$ cat src/rtl/uart_rx_fifo_if.sv
// Stream bundle between uart_rx, the receive FIFO and its consumer.
// The slave side is the FIFO; the master side drives words in and pulls them out.
interface uart_rx_fifo_if #(
  parameter int DATA_WIDTH = 8,
  parameter int DEPTH_LOG2 = 4
);
  logic [DATA_WIDTH-1:0] rx_data;
  logic                  rx_ready;
  logic                  rx_error;
  logic [DATA_WIDTH-1:0] m_data;
  logic                  m_error;
  logic                  m_valid;
  logic                  m_ready;
  logic [DEPTH_LOG2:0]   count;
  logic                  full;
  logic                  almost_full;
  logic                  overflow;
  logic                  overflow_clr;
  logic [7:0]            err_count;

  modport slave (
    input  rx_data, rx_ready, rx_error, m_ready, overflow_clr,
    output m_data, m_error, m_valid, count, full, almost_full, overflow, err_count
  );

  modport master (
    output rx_data, rx_ready, rx_error, m_ready, overflow_clr,
    input  m_data, m_error, m_valid, count, full, almost_full, overflow, err_count
  );
endinterface

$ cat src/rtl/uart_rx_fifo.sv
// Receive FIFO behind uart_rx: first-word-fall-through head register in front of
// a synchronous-read RAM, with almost_full, sticky overflow and error counting.
module uart_rx_fifo #(
  parameter int DATA_WIDTH    = 8,
  parameter int DEPTH_LOG2    = 4,
  parameter int AFULL_LEVEL   = 12,
  parameter int DROP_ON_ERROR = 0
) (
  input logic           clk,
  input logic           rst,
  uart_rx_fifo_if.slave bus
);
  localparam int                  CAP     = 1 << DEPTH_LOG2;
  localparam logic [DEPTH_LOG2:0] CAP_C   = (DEPTH_LOG2+1)'(CAP);
  localparam logic [DEPTH_LOG2:0] AFULL_C = (DEPTH_LOG2+1)'(AFULL_LEVEL);
  localparam logic [DEPTH_LOG2:0] ONE_C   = (DEPTH_LOG2+1)'(1);

  logic [DATA_WIDTH:0]   mem [CAP];

  logic [DATA_WIDTH:0]   head_q;
  logic                  m_valid_q, m_valid_d;
  logic [DEPTH_LOG2:0]   count_q, count_d;
  logic                  full_q, full_d;
  logic                  afull_q, afull_d;
  logic                  overflow_q, overflow_d;
  logic [7:0]            err_count_q, err_count_d;
  logic [DEPTH_LOG2-1:0] wr_ptr_q, wr_ptr_d;
  logic [DEPTH_LOG2-1:0] rd_ptr_q, rd_ptr_d;

  logic                  push, pop, accept, lost, ram_empty;
  logic                  head_load_in, head_load_ram, ram_we;
  logic [DATA_WIDTH:0]   wr_word;

  always_comb begin
    push    = bus.rx_ready && !((DROP_ON_ERROR != 0) && bus.rx_error);
    pop     = m_valid_q && bus.m_ready;
    wr_word = {bus.rx_error, bus.rx_data};
    accept  = push && ((count_q != CAP_C) || pop);
    lost    = push && !accept;
    // The RAM holds every entry except the head, so it is empty while count <= 1.
    ram_empty     = (count_q <= ONE_C);
    head_load_ram = pop && !ram_empty;
    head_load_in  = accept && (!m_valid_q || (pop && ram_empty));
    ram_we        = accept && !head_load_in;
  end

  always_comb begin
    m_valid_d   = m_valid_q;
    count_d     = count_q + (DEPTH_LOG2+1)'(accept) - (DEPTH_LOG2+1)'(pop);
    wr_ptr_d    = wr_ptr_q + DEPTH_LOG2'(ram_we);
    rd_ptr_d    = rd_ptr_q + DEPTH_LOG2'(head_load_ram);
    overflow_d  = overflow_q;
    err_count_d = err_count_q;

    if (head_load_in || head_load_ram) begin
      m_valid_d = 1'b1;
    end else if (pop) begin
      m_valid_d = 1'b0;
    end

    if (lost) begin
      overflow_d = 1'b1;
    end else if (bus.overflow_clr) begin
      overflow_d = 1'b0;
    end

    if (bus.rx_ready && bus.rx_error && (err_count_q != 8'hFF)) begin
      err_count_d = err_count_q + 8'd1;
    end

    full_d  = (count_d == CAP_C);
    afull_d = (count_d >= AFULL_C);
  end

  always_ff @(posedge clk) begin
    if (rst) begin
      m_valid_q   <= 1'b0;
      count_q     <= '0;
      full_q      <= 1'b0;
      afull_q     <= 1'b0;
      overflow_q  <= 1'b0;
      err_count_q <= '0;
      wr_ptr_q    <= '0;
      rd_ptr_q    <= '0;
    end else begin
      m_valid_q   <= m_valid_d;
      count_q     <= count_d;
      full_q      <= full_d;
      afull_q     <= afull_d;
      overflow_q  <= overflow_d;
      err_count_q <= err_count_d;
      wr_ptr_q    <= wr_ptr_d;
      rd_ptr_q    <= rd_ptr_d;
    end
  end

  // Storage array is never reset so it can map onto block RAM.
  always_ff @(posedge clk) begin
    if (ram_we) begin
      mem[wr_ptr_q] <= wr_word;
    end
  end

  // Head register doubles as the RAM read register; an incoming word bypasses
  // the RAM only when nothing older is queued behind the head.
  always_ff @(posedge clk) begin
    if (rst) begin
      head_q <= '0;
    end else if (head_load_in) begin
      head_q <= wr_word;
    end else if (head_load_ram) begin
      head_q <= mem[rd_ptr_q];
    end
  end

  assign bus.m_data      = head_q[DATA_WIDTH-1:0];
  assign bus.m_error     = head_q[DATA_WIDTH];
  assign bus.m_valid     = m_valid_q;
  assign bus.count       = count_q;
  assign bus.full        = full_q;
  assign bus.almost_full = afull_q;
  assign bus.overflow    = overflow_q;
  assign bus.err_count   = err_count_q;
endmodule
$ cat src/flat_wrapper.sv
// flat-port wrapper written by rule: the top's interface ports become plain ports
module uart_rx_fifo_flat 
#(
  parameter int DATA_WIDTH    = 8,
  parameter int DEPTH_LOG2    = 4,
  parameter int AFULL_LEVEL   = 12,
  parameter int DROP_ON_ERROR = 0
)
  (clk, rst, bus_rx_data, bus_rx_ready, bus_rx_error, bus_m_ready, bus_overflow_clr, bus_m_data, bus_m_error, bus_m_valid, bus_count, bus_full, bus_almost_full, bus_overflow, bus_err_count);
  uart_rx_fifo_if #(.DATA_WIDTH(DATA_WIDTH), .DEPTH_LOG2(DEPTH_LOG2)) bus_i ();
  input logic clk;
  input logic rst;
  input wire logic [$bits(bus_i.rx_data)-1:0] bus_rx_data;
  input wire logic [$bits(bus_i.rx_ready)-1:0] bus_rx_ready;
  input wire logic [$bits(bus_i.rx_error)-1:0] bus_rx_error;
  input wire logic [$bits(bus_i.m_ready)-1:0] bus_m_ready;
  input wire logic [$bits(bus_i.overflow_clr)-1:0] bus_overflow_clr;
  output wire logic [$bits(bus_i.m_data)-1:0] bus_m_data;
  output wire logic [$bits(bus_i.m_error)-1:0] bus_m_error;
  output wire logic [$bits(bus_i.m_valid)-1:0] bus_m_valid;
  output wire logic [$bits(bus_i.count)-1:0] bus_count;
  output wire logic [$bits(bus_i.full)-1:0] bus_full;
  output wire logic [$bits(bus_i.almost_full)-1:0] bus_almost_full;
  output wire logic [$bits(bus_i.overflow)-1:0] bus_overflow;
  output wire logic [$bits(bus_i.err_count)-1:0] bus_err_count;
  assign bus_i.rx_data = bus_rx_data;
  assign bus_i.rx_ready = bus_rx_ready;
  assign bus_i.rx_error = bus_rx_error;
  assign bus_i.m_ready = bus_m_ready;
  assign bus_i.overflow_clr = bus_overflow_clr;
  assign bus_m_data = bus_i.m_data;
  assign bus_m_error = bus_i.m_error;
  assign bus_m_valid = bus_i.m_valid;
  assign bus_count = bus_i.count;
  assign bus_full = bus_i.full;
  assign bus_almost_full = bus_i.almost_full;
  assign bus_overflow = bus_i.overflow;
  assign bus_err_count = bus_i.err_count;
  uart_rx_fifo #(.DATA_WIDTH(DATA_WIDTH), .DEPTH_LOG2(DEPTH_LOG2), .AFULL_LEVEL(AFULL_LEVEL), .DROP_ON_ERROR(DROP_ON_ERROR)) u_core (.clk(clk), .rst(rst), .bus(bus_i));
endmodule
$ cat config.mk
export PLATFORM = sky130hd
export DESIGN_NAME = uart_rx_fifo_flat
export DESIGN_NICKNAME = d
export VERILOG_FILES = /design/src/rtl/uart_rx_fifo_if.sv /design/src/rtl/uart_rx_fifo.sv /design/src/flat_wrapper.sv
export SDC_FILE = /design/constraint.sdc
export NUM_CORES = 1
export LEC_CHECK = 0
export ABC_AREA = 1
export CORE_MARGIN = 5
export CORE_UTILIZATION = 35
export CTS_CLUSTER_DIAMETER = 40
export DETAILED_ROUTE_END_ITERATION = 8
export PLACE_DENSITY = 0.63
export SKIP_CTS_REPAIR_TIMING = 1
export SLEW_MARGIN = 20
export SYNTH_ARGS = -nofsm -noshare
export SYNTH_HDL_FRONTEND = slang
export SYNTH_SLANG_ARGS = --single-unit
$ cat constraint.sdc
create_clock -name clk -period 2.2 [get_ports clk]
set_input_delay 0.66 -clock clk [delete_from_list [all_inputs] [get_ports clk]]
set_output_delay 0.66 -clock clk [all_outputs]
set_load 0.01 [all_outputs]
==> metrics.cfg <==
[floorplan]
io_pins = 40
floorplan.initialDensity = 0.358
die_area_um2 = 25600
fp-row-count = 54
fp.dieH_um = 160
core_um2 = 22000
die_width_um = 160

[grt]
antenna_found_initial = 0
grt-ovfl-total = 0
grt_usage = 0.147
grt_max_degree = 74
grt_first_pass_wirelength_um = 29100
grt_pass1_vias = 5374

[placed_design]
hpwl_um = 12300
port_buffers = 39
gp_congestion = 0.924

[cts]
cts_buffers = 17
cts_tree = yes
clock_latency_ps = 440
clkTransAtPathRegs_ps = 70
clockBufferDepth = 2
htree_num_levels = 4
clkSinkCount = 178
clockRootBuffer = clkbuf_16

[yosys]
seq_area_frac_synth = 0.636
ys_ff_latch = 178
synth_largest_area_cell = edfxtp_1
synth_most_common_cell = nand2_1
syn_avg_cell_area_um2 = 9.91
synthFlopType = edfxtp_1
synth_top_area_frac = 0.549
ys_types = 34
async_flop_share = 0
synth_area_um2 = 7870
synth_area_leaders = edfxtp_1 (55%), nand2_1 (12%), dfxtp_1 (8.6%)
netlist_top_cells_count = nand2_1 (248), edfxtp_1 (144), nand3_1 (106)
synth_edf_count = 144
syn-num-nets = 823
synth_cells = 794
yosys_warnings = 0

[worst_setup_path]
crit_path_start_kind = register
end_kind = register
arrival_ps = 2510
reg2reg_depth = 15
path_class = reg2reg
cp_max_fo = 3
crit_required_ps = 2550

[sta]
fin_skew_ps = 15.2
rsz0062_at_grt = yes
post-route-period-util = 0.979
fin_crit_ps = 2150
hold_ws_ps = 470
fmax_mhz = 464
setup_viol = 0
tightest_slew_ps = 534
finalMaxSlewViolations = 0
relSlewSlack = 0.643
hold_viol = 0

[route]
viasPerCell = 4.68
drc = 0
vias = 5472
routed_wl_um = 18300
wire_per_inst_um = 15.7
drt_pass1_iterations = 5
ant_nets = 0
drtIter0Drc = 375

[outcome]
outcome = completed

[finish]
fin_nets = 904
area_growth_pct = 22.3
drive_above_1_share = 0.151
fillers = 1993
multi_input_area_um2 = 2390
num_antenna_cells = 0
final-seq-area_um2 = 5010

[worst_hold_path]
hp-class = reg2reg
hold_path_depth = 2

[power]
power_mw = 8.89
power_per_cell_area_nw_per_um2 = 923
ir_drop_v = 0.000577
leakagePower_nw = 3.98

[job]
cap_violations = 0

==> path summary, 6_finish.rpt <==
path                                             to                             start  slack [ps]
setup / recovery  u_core.bus.almost_full$_SDFF_PP0_    u_core.bus.count[2]$_SDFF_PP0_          50
hold / removal     u_core.bus.overflow$_SDFFE_PP0P_  u_core.bus.overflow$_SDFFE_PP0P_         470
hold reg to reg    u_core.bus.overflow$_SDFFE_PP0P_  u_core.bus.overflow$_SDFFE_PP0P_         470
setup reg to reg  u_core.bus.almost_full$_SDFF_PP0_    u_core.bus.count[2]$_SDFF_PP0_          50
==> per-stage QoR <==
stage          TNS, ps   util  instance area (um2)  setup WS [ps]  instances
2_1_floorplan        0      -                 7930          0.917        794
3_3_place_gp    -74120  0.407                 8940           -620       1136
3_5_place_dp    -76170  0.407                 8940           -690       1136
4_1_cts          -8010  0.434                 9540           -224       1168
5_1_grt           -401  0.438                 9630           -150       1168
6_report             0  0.438                 9630           47.0       1168
==> cells in the final DEF (no fill, tap or decap), drive strengths merged, types with 4 or more instances in the layout <==
cell,n
nand2,253
edfxtp,144
inv,113
nand3,110
buf,55
nor2,38
clkdlybuf4s50,37
dfxtp,34
a21oi,21
clkbuf,17
o21ai,14
ha,14
or2,9
clkinv,6
xor2,4
==> cell families after synthesis <==
logic type / Yosys count / synth area share
AND/OR/NAND/NOR: 415 / 0.229
XOR/XNOR: 7 / 0.00779
buffers and inverters: 141 / 0.0765
AO/OA/AOI/OAI: 38 / 0.0256
flip-flops: 178 / 0.636
adder cells (fa/ha/maj): 15 / 0.0248
==> state kept, by name (all words and copies together), names as in the netlist <==
signal and count:
u_core.rd_ptr_q 4, u_core.bus.overflow 1, u_core.bus.err_count 8, u_core.bus.m_valid 1
u_core.bus.full 1, u_core.mem 144, u_core.bus.count 5, u_core.wr_ptr_q 4
u_core.head_q 9, u_core.bus.almost_full 1
==> routing by layer <==
| layer | up-vias | wire length (um) | GRT usage | part of all wire |
|---|---|---|---|---|
| met2 | 129 | 9300 | 0.255 | 0.51 |
| li1 | 2744 | - | - | - |
| met1 | 2565 | 7730 | 0.179 | 0.42 |
| met5 | - | 0 | 0 | 0 |
| met3 | 34 | 684 | 0.0245 | 0.037 |
| met4 | 0 | 623 | 0.0665 | 0.034 |
==> worst max-delay path: stages, from the launching register on <==
cell and delay (ps):
dfxtp_2 320, inv_2 70, ha_4 130, inv_2 40
nor2_4 90, nand2_2 70, nor3_4 170, nor2_4 60
ha_4 160, fa_2 360, a21oi_2 120, nor2_1 50
nor2_1 120, xor2_1 150, nand2_1 90, o31ai_1 70
==> area by class of cell <==
cell class	count	area share
clock buffer	17	0.0442
timing repair buffer	94	0.0899
tap	280	0.0364
sequential	178	0.520
inverter	109	0.0430
multi-input combinational	475	0.248
clock inverter	15	0.0181
==> where the power goes <==
part,switching (mW),internal [mW]
clock network,1.35,1.71
registers,0.0956,3.78
logic,1.11,0.847
total,2.56,6.33
Note: power is estimated with default switching activity, not from simulation.
